[src/rtl/sram_controller_pkg.sv]
// Shared types and constants for the MEM-stage SRAM controller.
package sram_controller_pkg;

  localparam int unsigned SRAM_DW = 16;
  localparam logic [31:0] DEFAULT_BASE_ADDR = 32'd1024;

  typedef enum logic [1:0] {
    IDLE = 2'd0,
    LOW  = 2'd1,
    HIGH = 2'd2,
    DONE = 2'd3
  } state_e;

endpackage : sram_controller_pkg

[src/rtl/sram_controller.sv]
// Splits one 32-bit MEM-stage access into two 16-bit asynchronous SRAM phases,
// each held for WAIT_CYCLES cycles; ready stays low until the access finishes.
module sram_controller
  import sram_controller_pkg::*;
#(
  parameter int unsigned ADDR_W      = 18,
  parameter int unsigned WAIT_CYCLES = 2,
  parameter logic [31:0] BASE_ADDR   = DEFAULT_BASE_ADDR
) (
  input  logic               clk,
  input  logic               rst,
  input  logic               mem_r_en,
  input  logic               mem_w_en,
  input  logic [31:0]        addr,
  input  logic [31:0]        wdata,
  output logic [31:0]        rdata,
  output logic               ready,
  output logic [ADDR_W-1:0]  sram_addr,
  output logic [SRAM_DW-1:0] sram_dq_out,
  input  logic [SRAM_DW-1:0] sram_dq_in,
  output logic               sram_dq_oe,
  output logic               sram_we_n
);

  localparam int unsigned CNT_W = (WAIT_CYCLES > 1) ? $clog2(WAIT_CYCLES) : 1;
  localparam logic [CNT_W-1:0] CNT_LAST = CNT_W'(WAIT_CYCLES - 1);

  state_e               state_q, state_d;
  logic [CNT_W-1:0]     cnt_q, cnt_d;
  logic                 op_wr_q;
  logic [ADDR_W-2:0]    idx_q;
  logic [31:0]          wdata_q;
  logic [SRAM_DW-1:0]   rd_lo_q;
  logic [31:0]          rdata_q;
  logic [ADDR_W-1:0]    sram_addr_q;

  logic                 req;
  logic                 phase_end;
  logic [ADDR_W-2:0]    req_idx;

  assign req       = mem_r_en | mem_w_en;
  assign phase_end = (cnt_q == CNT_LAST);
  // Addresses below BASE_ADDR or beyond the SRAM wrap modulo its size.
  assign req_idx   = (ADDR_W-1)'((addr - BASE_ADDR) >> 2);

  always_comb begin
    // NOTE: every combinational output gets a default first so no path
    // through the case leaves it unassigned and infers a latch.
    state_d     = state_q;
    cnt_d       = cnt_q;
    ready       = 1'b1;
    sram_we_n   = 1'b1;
    sram_dq_oe  = 1'b0;
    sram_dq_out = '0;

    unique case (state_q)
      IDLE: begin
        ready = ~req;
        if (req) begin
          state_d = LOW;
          cnt_d   = '0;
        end
      end
      LOW: begin
        ready       = 1'b0;
        sram_we_n   = ~op_wr_q;
        sram_dq_oe  = op_wr_q;
        sram_dq_out = op_wr_q ? wdata_q[15:0] : '0;
        if (phase_end) begin
          state_d = HIGH;
          cnt_d   = '0;
        end else begin
          cnt_d = cnt_q + CNT_W'(1);
        end
      end
      HIGH: begin
        ready       = 1'b0;
        sram_we_n   = ~op_wr_q;
        sram_dq_oe  = op_wr_q;
        sram_dq_out = op_wr_q ? wdata_q[31:16] : '0;
        if (phase_end) begin
          state_d = DONE;
          cnt_d   = '0;
        end else begin
          cnt_d = cnt_q + CNT_W'(1);
        end
      end
      DONE: begin
        state_d = IDLE;
      end
      default: state_d = IDLE;
    endcase
  end

  // NOTE: sequential state uses non-blocking assignments so every register
  // samples the pre-edge values regardless of statement order.
  always_ff @(posedge clk) begin
    if (rst) begin
      state_q     <= IDLE;
      cnt_q       <= '0;
      op_wr_q     <= 1'b0;
      idx_q       <= '0;
      wdata_q     <= '0;
      rd_lo_q     <= '0;
      rdata_q     <= '0;
      sram_addr_q <= '0;
    end else begin
      state_q <= state_d;
      cnt_q   <= cnt_d;
      if (state_q == IDLE && req) begin
        op_wr_q     <= mem_w_en;
        idx_q       <= req_idx;
        wdata_q     <= wdata;
        sram_addr_q <= {req_idx, 1'b0};
      end
      if (state_q == LOW && phase_end) begin
        sram_addr_q <= {idx_q, 1'b1};
        if (!op_wr_q) rd_lo_q <= sram_dq_in;
      end
      // The low half is staged so rdata only ever changes as a whole word.
      if (state_q == HIGH && phase_end && !op_wr_q) begin
        rdata_q <= {sram_dq_in, rd_lo_q};
      end
    end
  end

  assign rdata     = rdata_q;
  assign sram_addr = sram_addr_q;

endmodule : sram_controller

[config.mk]
export PLATFORM = sky130hd
export DESIGN_NAME = sram_controller
export DESIGN_NICKNAME = d
export VERILOG_FILES = /design/src/rtl/sram_controller_pkg.sv /design/src/rtl/sram_controller.sv
export SDC_FILE = /design/constraint.sdc
export NUM_CORES = 1
export LEC_CHECK = 0
export CAP_MARGIN = 25
export CELL_PAD_IN_SITES_DETAIL_PLACEMENT = 1
export CELL_PAD_IN_SITES_GLOBAL_PLACEMENT = 1
export CORE_UTILIZATION = 30
export DETAILED_ROUTE_END_ITERATION = 16
export PLACE_DENSITY_LB_ADDON = 0.1
export SYNTH_ARGS = -nofsm -noshare
export SYNTH_HDL_FRONTEND = slang
export SYNTH_SLANG_ARGS = --single-unit
[constraint.sdc]
create_clock -name clk -period 2.15 [get_ports clk]
set_input_delay 0.43 -clock clk [delete_from_list [all_inputs] [get_ports clk]]
set_output_delay 0.43 -clock clk [all_outputs]
set_load 0.01 [all_outputs]
==> results by group, run 1 <==
Synth
  • Syn_nets: 677
  • Synthesis-stage register bit count: 119
  • Async S/R FF share, synth: 0%
  • Synth area leader: dfxtp_1
  • Post-synth EDFFs: 0
  • Register area share after synthesis: ~52%
  • Count leader, synth: nand2_1
  • Synth top area share: 51.5%
  • Netlist cell types: 38
  • YS warnings: 0
  • Mean Syn Cell Area: 7.88 um2
  • Synth Cell Area: 4620 um2
  • Top cells by area, synth: dfxtp_1 52%, nand2_1 16%, a21oi_1 11%
  • Syn Inst Count: 587
  • Post-synth top flop: dfxtp_1
  • Most frequent cells after synthesis: 197 x nand2_1, 119 x dfxtp_1, 97 x a21oi_1

Placed design
  • Placer Congestion: 0.759
  • PortBufs: 137
  • DP Area: 6310 um2
  • DP HPWL: 9.41 mm

STA
  • Relative slew slack: 50.1%
  • Fin crit period: 2080 ps
  • Slew @ Worst Pin: 748 ps
  • Finish-stage setup viols: 0
  • RSZ-0062 raised after global routing: yes
  • Post-Route Setup TNS: 0 ps
  • Final hold viol count: 0
  • Max Freq: 0.480 GHz
  • Fin. max-slew vios: 0
  • Layout Skew: 7.10 ps
  • Final worst-path cycle share: 96.8%

Outcome
  • Status: complete, no violations

Routing
  • First-iteration detailed-routing DRC count: ~180
  • Wire per inst: roughly 16 um
  • Via count: 4,519
  • Final ANT Viol Nets: 0
  • DRT Pass-1 Iters: 4
  • Via/cell ratio: a little under 5
  • Post-Route WL: 14.4 mm
  • Drc violations: 0

Clocking
  • H-tree levels: 4
  • Clk_lat worst skew: around 420 ps
  • Post-CTS Hold Buffers: 0
  • Clock sinks: around 120
  • Cts bufs inserted: 17
  • CTS clk-pin slew, worst paths: about 50 ps
  • Clk buf depth: 2
  • Root Buffer: clkbuf_16
  • CTS tree: done

Power
  • Comb pwr share: a little under a third
  • Pwr Density: around 1200 nW/um2
  • VDD IR max: 0.000645 V
  • Sw frac: around a third
  • Clock power frac: approximately a third
  • Flop pwr share: about a third
  • Switch Pwr: 0.00264 W
  • Internal power: 0.00548 W
  • Pleak: 2.52 nW

Critical path
  • CP startpoint: state_q[1]
  • Crit path kind: reg -> out
  • Critical path capture point type: primary output
  • Worst R2R Start: state_q[1]
  • Data required, critical path: 1720 ps
  • Type of origin of the critical path: register
  • Critical-path maximum fanout: 18
  • CP arrival: 1650 ps

Final layout
  • Number of fill cells: 1,787
  • Number of diodes: 0
  • Post-layout util: 45.7%
  • Layout overhead on the synthesized area: 49.9%
  • Fin nets: 817
  • Share of cells above drive strength 1: 13.6%
  • Final instance area: 6930 um2

Global route
  • Vias in the first global route: 4,690
  • Pin count of the biggest net entering global routing: 67
  • Antenna violations before repair: 0
  • Grt total ovfl: 0
  • Total GRT Usage: 18.6%
  • First-pass GRT wire length: between 20 and 25 mm

Worst hold path
  • Hold path startpoint: rst
  • Hold Crit Class: in -> reg

Die
  • DIE AREA: about 16,000 um2
  • # IOs: 153
  • Initial Utilization: 30.5%
  • Core area: roughly 15,000 um2
  • Row count: 45
  • Die Y: 126 um
  • Die X: 126 um

Flow run
  • Maxcap violations: 0
stage by stage:
step           worst slack (ps)  hold WS [ps]  instances  power, W
2_1_floorplan               324           420        587   0.00412
3_3_place_gp              -19.0           436        894   0.00516
3_5_place_dp              -36.8           445        894   0.00526
4_1_cts                   -17.7           372        926   0.00815
5_1_grt                   -3.85           401        928   0.00859
6_report                   67.9           391        928   0.00812
timing repair:
item,in CTS,in global routing
setup buffers,0,1
setup endpoints to repair,19,15
cloned,0,1
pin swaps,0,1
resized for setup,57,21
routing by layer:
layer,track usage (%),up-vias,part of all wire [%]
met1,22.4,2190,46
met5,0,-,0
met2,32.2,84,50
met4,5.53,0,0.78
li1,-,2234,-
met3,4.80,11,3.4
critical path: stages (launching register included):
cell and delay [ps]:
dfxtp_2 320, buf_4 140, ha_2 190, buf_12 160, a22oi_1 170, nor2_2 40, clkdlybuf4s15_2 220
path summary, 6_finish.rpt:
check | end | slack, ps | depth (start not counted)
max | sram_dq_out[14] | 70 | 6
min | sram_addr[14] | 390 | 4
max reg2reg | rdata[26] | 430 | 6
min reg2reg | rdata[15] | 450 | 2
layout by cell type (no fill, tap or decap), types with 6 or more instances in the layout:
cell	n
clkinvlp_4	6
a22oi_1	12
inv_1	8
clkdlybuf4s50_1	117
nor2_1	27
nand2_1	196
a21oi_1	97
clkbuf_16	18
dfxtp_1	117
buf_4	21
o21ai_0	21
a31oi_1	10
buf_2	9
sequential cells by signal (all words and copies together) (netlist names):
signal	cells
rdata	32
wdata_q	32
sram_addr	18
idx_q	17
rd_lo_q	16
state_q	2
cnt_q	1
op_wr_q	1
kinds of logic (layout without fill, tap and decap cells):
group,Yosys count,count (layout),share of synthesized area (%)
AND/OR/NAND/NOR,243,243,21.4
AO/OA/AOI/OAI,160,160,19.5
flip-flops,119,119,51.5
buffers and inverters,53,206,4.76
adder cells (fa/ha/maj),6,6,1.62
XOR/XNOR,4,4,0.758
multiplexers,2,2,0.433
power groups by stage:
stage	clock network (W)	logic [W]	registers, W
finish	0.00277	0.00252	0.00283
global route	0.00295	0.00277	0.00287
CTS	0.00285	0.00248	0.00283
detailed placement	0	0.00240	0.00286
global placement	0	0.00232	0.00284
floorplan	0	0.00126	0.00286
final cells by class:
cell class                      count  area (um2)  area share [%]
Timing Repair Buffer              164        1590            23.0
Clock buffer                       19         453            6.54
Sequential cell                   119        2380            34.4
Inverter                           10        37.5           0.542
Tap cell                          188         235            3.40
Clock inverter                     13         130            1.88
Multi-Input combinational cell    415        2100            30.3
(Power assumes the default switching activity.)
==> run 2, diff against run 1 <==
- PLACE_DENSITY: not set -> 0.72
- PLACE_DENSITY_LB_ADDON: 0.1 -> not set
==> run 2 against run 1 <==
Compared with the run above:
- sequential share of layout area fell by 0.26 points
- clock-buffer cell count is the same
- sequential power hardly changed
- wire length grew 2.3%
- die area stayed put
- core utilization up 0.40 points
- critical path type unchanged
- register-to-register slack got worse by 160 ps
- clock power is 14% higher
- largest cell class unchanged
- power is 4.9% higher
- global-route usage up 0.078 points
- sequential cell count did not move
- worst setup slack got worse by 13 ps
==> results by group, run 2 (same netlist as run 1, synthesis figures left out) <==
Power
  • Pleak: 2.57 nW
  • VDD IR max: approximately 0.00061 V
  • Pwr Density: 1220 nW/um2

Global route
  • Antenna violations before repair: 0
  • Total GRT Usage: 18.6%
  • Pin count of the biggest net entering global routing: 76
  • Grt total ovfl: 0
  • First-pass GRT wire length: 23.2 mm
  • Vias in the first global route: 4,624

Final layout
  • Leading cell type in the layout, fill and taps excluded: nand2_1
  • Most frequent cells in the layout: 196 x nand2_1, 117 x dfxtp_1, 117 x clkdlybuf4s50_1
  • Share of cells above drive strength 1: 13.1%
  • Non-filler cells, final: 926
  • Number of fill cells: between 1,500 and 2,000
  • Layout overhead on the synthesized area: 51.2%
  • Multi-input gate area: 2090 um2
  • Fin nets: ~800
  • FF/Latch Area: about 2400 um2
  • Number of diodes: 0

Clocking
  • Root Buffer: clkbuf_16
  • Clk_lat worst skew: 420 ps
  • H-tree levels: 4
  • CTS clk-pin slew, worst paths: 60 ps
  • CTS tree: done
  • Cts bufs inserted: 17
  • Clk buf depth: 2
  • Clock sinks: 119

Die
  • Row count: 45
  • # IOs: between 150 and 200
  • DIE AREA: about 16,000 um2
  • Die X: 126 um
  • Die Y: between 100 and 150 um
  • Core area: 15,100 um2
  • Initial Utilization: 30.5%

Routing
  • DRT Pass-1 Iters: 4
  • Via count: 4,474
  • Via/cell ratio: 4.83
  • Drc violations: 0
  • Wire per inst: 15.9 um
  • Post-Route WL: 14.8 mm
  • First-iteration detailed-routing DRC count: 193
  • Final ANT Viol Nets: 0

Critical path
  • CP arrival: around 1700 ps
  • Data required, critical path: roughly 1700 ps
  • Crit path kind: reg -> out
  • Critical path capture point type: primary output
  • Worst R2R Start: state_q[1]
  • Worst R2R End: rdata[23]
  • FF-to-FF setup slack: 270 ps
  • Critical-path maximum fanout: 4
  • Type of origin of the critical path: register
  • Worst reg-to-reg path cell count: 7

Placed design
  • Placer Congestion: 0.820
  • PortBufs: 137
  • Placed Cells: just under 900
  • DP HPWL: just under 10 mm
  • Setup WS pre-CTS: -25.7 ps

Flow run
  • Maxcap violations: 0

Outcome
  • Status: complete, no violations

Worst hold path
  • Hold path startpoint: rst
  • Worst Hold End: idx_q[0]
  • Hold Crit Class: in -> reg
  • Hold Path Depth: 2

STA
  • Max Freq: 0.477 GHz
  • Final hold viol count: 0
  • Fin crit period: between 2000 and 2500 ps
  • RSZ-0062 raised after global routing: no
  • Finish-stage setup viols: 0
  • Layout Skew: around 11 ps
  • Fin. max-slew vios: 0
  • Slew @ Worst Pin: 627 ps
  • Final worst-path cycle share: between 90% and 100%
  • Setup WS post-layout: 54.9 ps
  • Relative slew slack: 58.2%
run 2: cell types whose count changed in the layout (fill, tap and decap cells not counted), sizes merged:
| cell | previous run | this run |
|---|---|---|
| clkbuf | 24 | 19 |
| clkinvlp | 6 | 3 |
| bufinv | 2 | 5 |
| clkdlybuf4s15 | 4 | 1 |
| buf | 36 | 42 |
run 2: power breakdown:
group / total [W] / internal (W) / switching, W
sequential: 0.00285 / 0.00261 / 0.000238
clock: 0.00315 / 0.00211 / 0.00104
combinational: 0.00251 / 0.00113 / 0.00139
total: 0.00851 / 0.00584 / 0.00267
run 2: metrics by stage:
stage / power [W] / cell area [um2] / util (%) / TNS [ps] / hold WS, ps
final: 0.00851 / 6990 / 46.1 / 0 / 425
after global routing: 0.00893 / 6990 / 46.1 / 0 / 431
after CTS: 0.00858 / 6990 / 46.2 / 0 / 412
after detailed placement: 0.00519 / 6290 / 41.5 / -57.3 / 447
after global placement: 0.00509 / 6290 / 41.5 / 0 / 437
after floorplan: 0.00412 / 4620 / - / 0 / 420
run 2: per-layer routing:
layer | vias to the layer above | track usage [%] | wire length (um)
li1 | 2226 | - | -
met1 | 2151 | 21.9 | 6570
met2 | 75 | 32.9 | 7490
met3 | 22 | 3.14 | 350
met4 | 0 | 9.00 | 337
met5 | - | 0 | 0
run 2: worst max path at each step:
stage	from	to	slack [ps]
2_1_floorplan	state_q[0]	sram_dq_out[10]	320
3_3_place_gp	mem_w_en	ready	30
3_5_place_dp	state_q[0]	sram_dq_out[2]	-30
4_1_cts	state_q[0]	sram_dq_out[3]	0.9
5_1_grt	state_q[0]	sram_we_n	9
6_report	state_q[0]	sram_we_n	50
run 2: cell type report:
| cell class | count | share of cell area [%] |
|---|---|---|
| Sequential cell | 119 | 34.2 |
| Multi-Input combinational cell | 415 | 29.9 |
| Timing Repair Buffer | 162 | 22.7 |
| Clock buffer | 19 | 6.48 |
| Tap cell | 188 | 3.37 |
| Clock inverter | 13 | 2.88 |
| Inverter | 10 | 0.573 |
run 2: critical path: stages (launching register included):
cell and delay [ps]:
dfxtp_4 370, inv_4 50, ha_4 290, nand2_8 80, buf_16 160, dlygate4sd2_1 270
run 2: what timing repair did:
item                       in CTS  in global routing
gates cloned                    2                  0
buffers inserted                1                  0
hold buffers                    0                  0
setup endpoints to repair      19                  4
pin swaps                       2                  1
gates resized for setup        83                  5
==> run 3, diff against run 2 <==
- SLEW_MARGIN: not set -> 15
==> results of run 3 <==
Same layout as run 2: the final DEF is identical, and so are final timing and power.
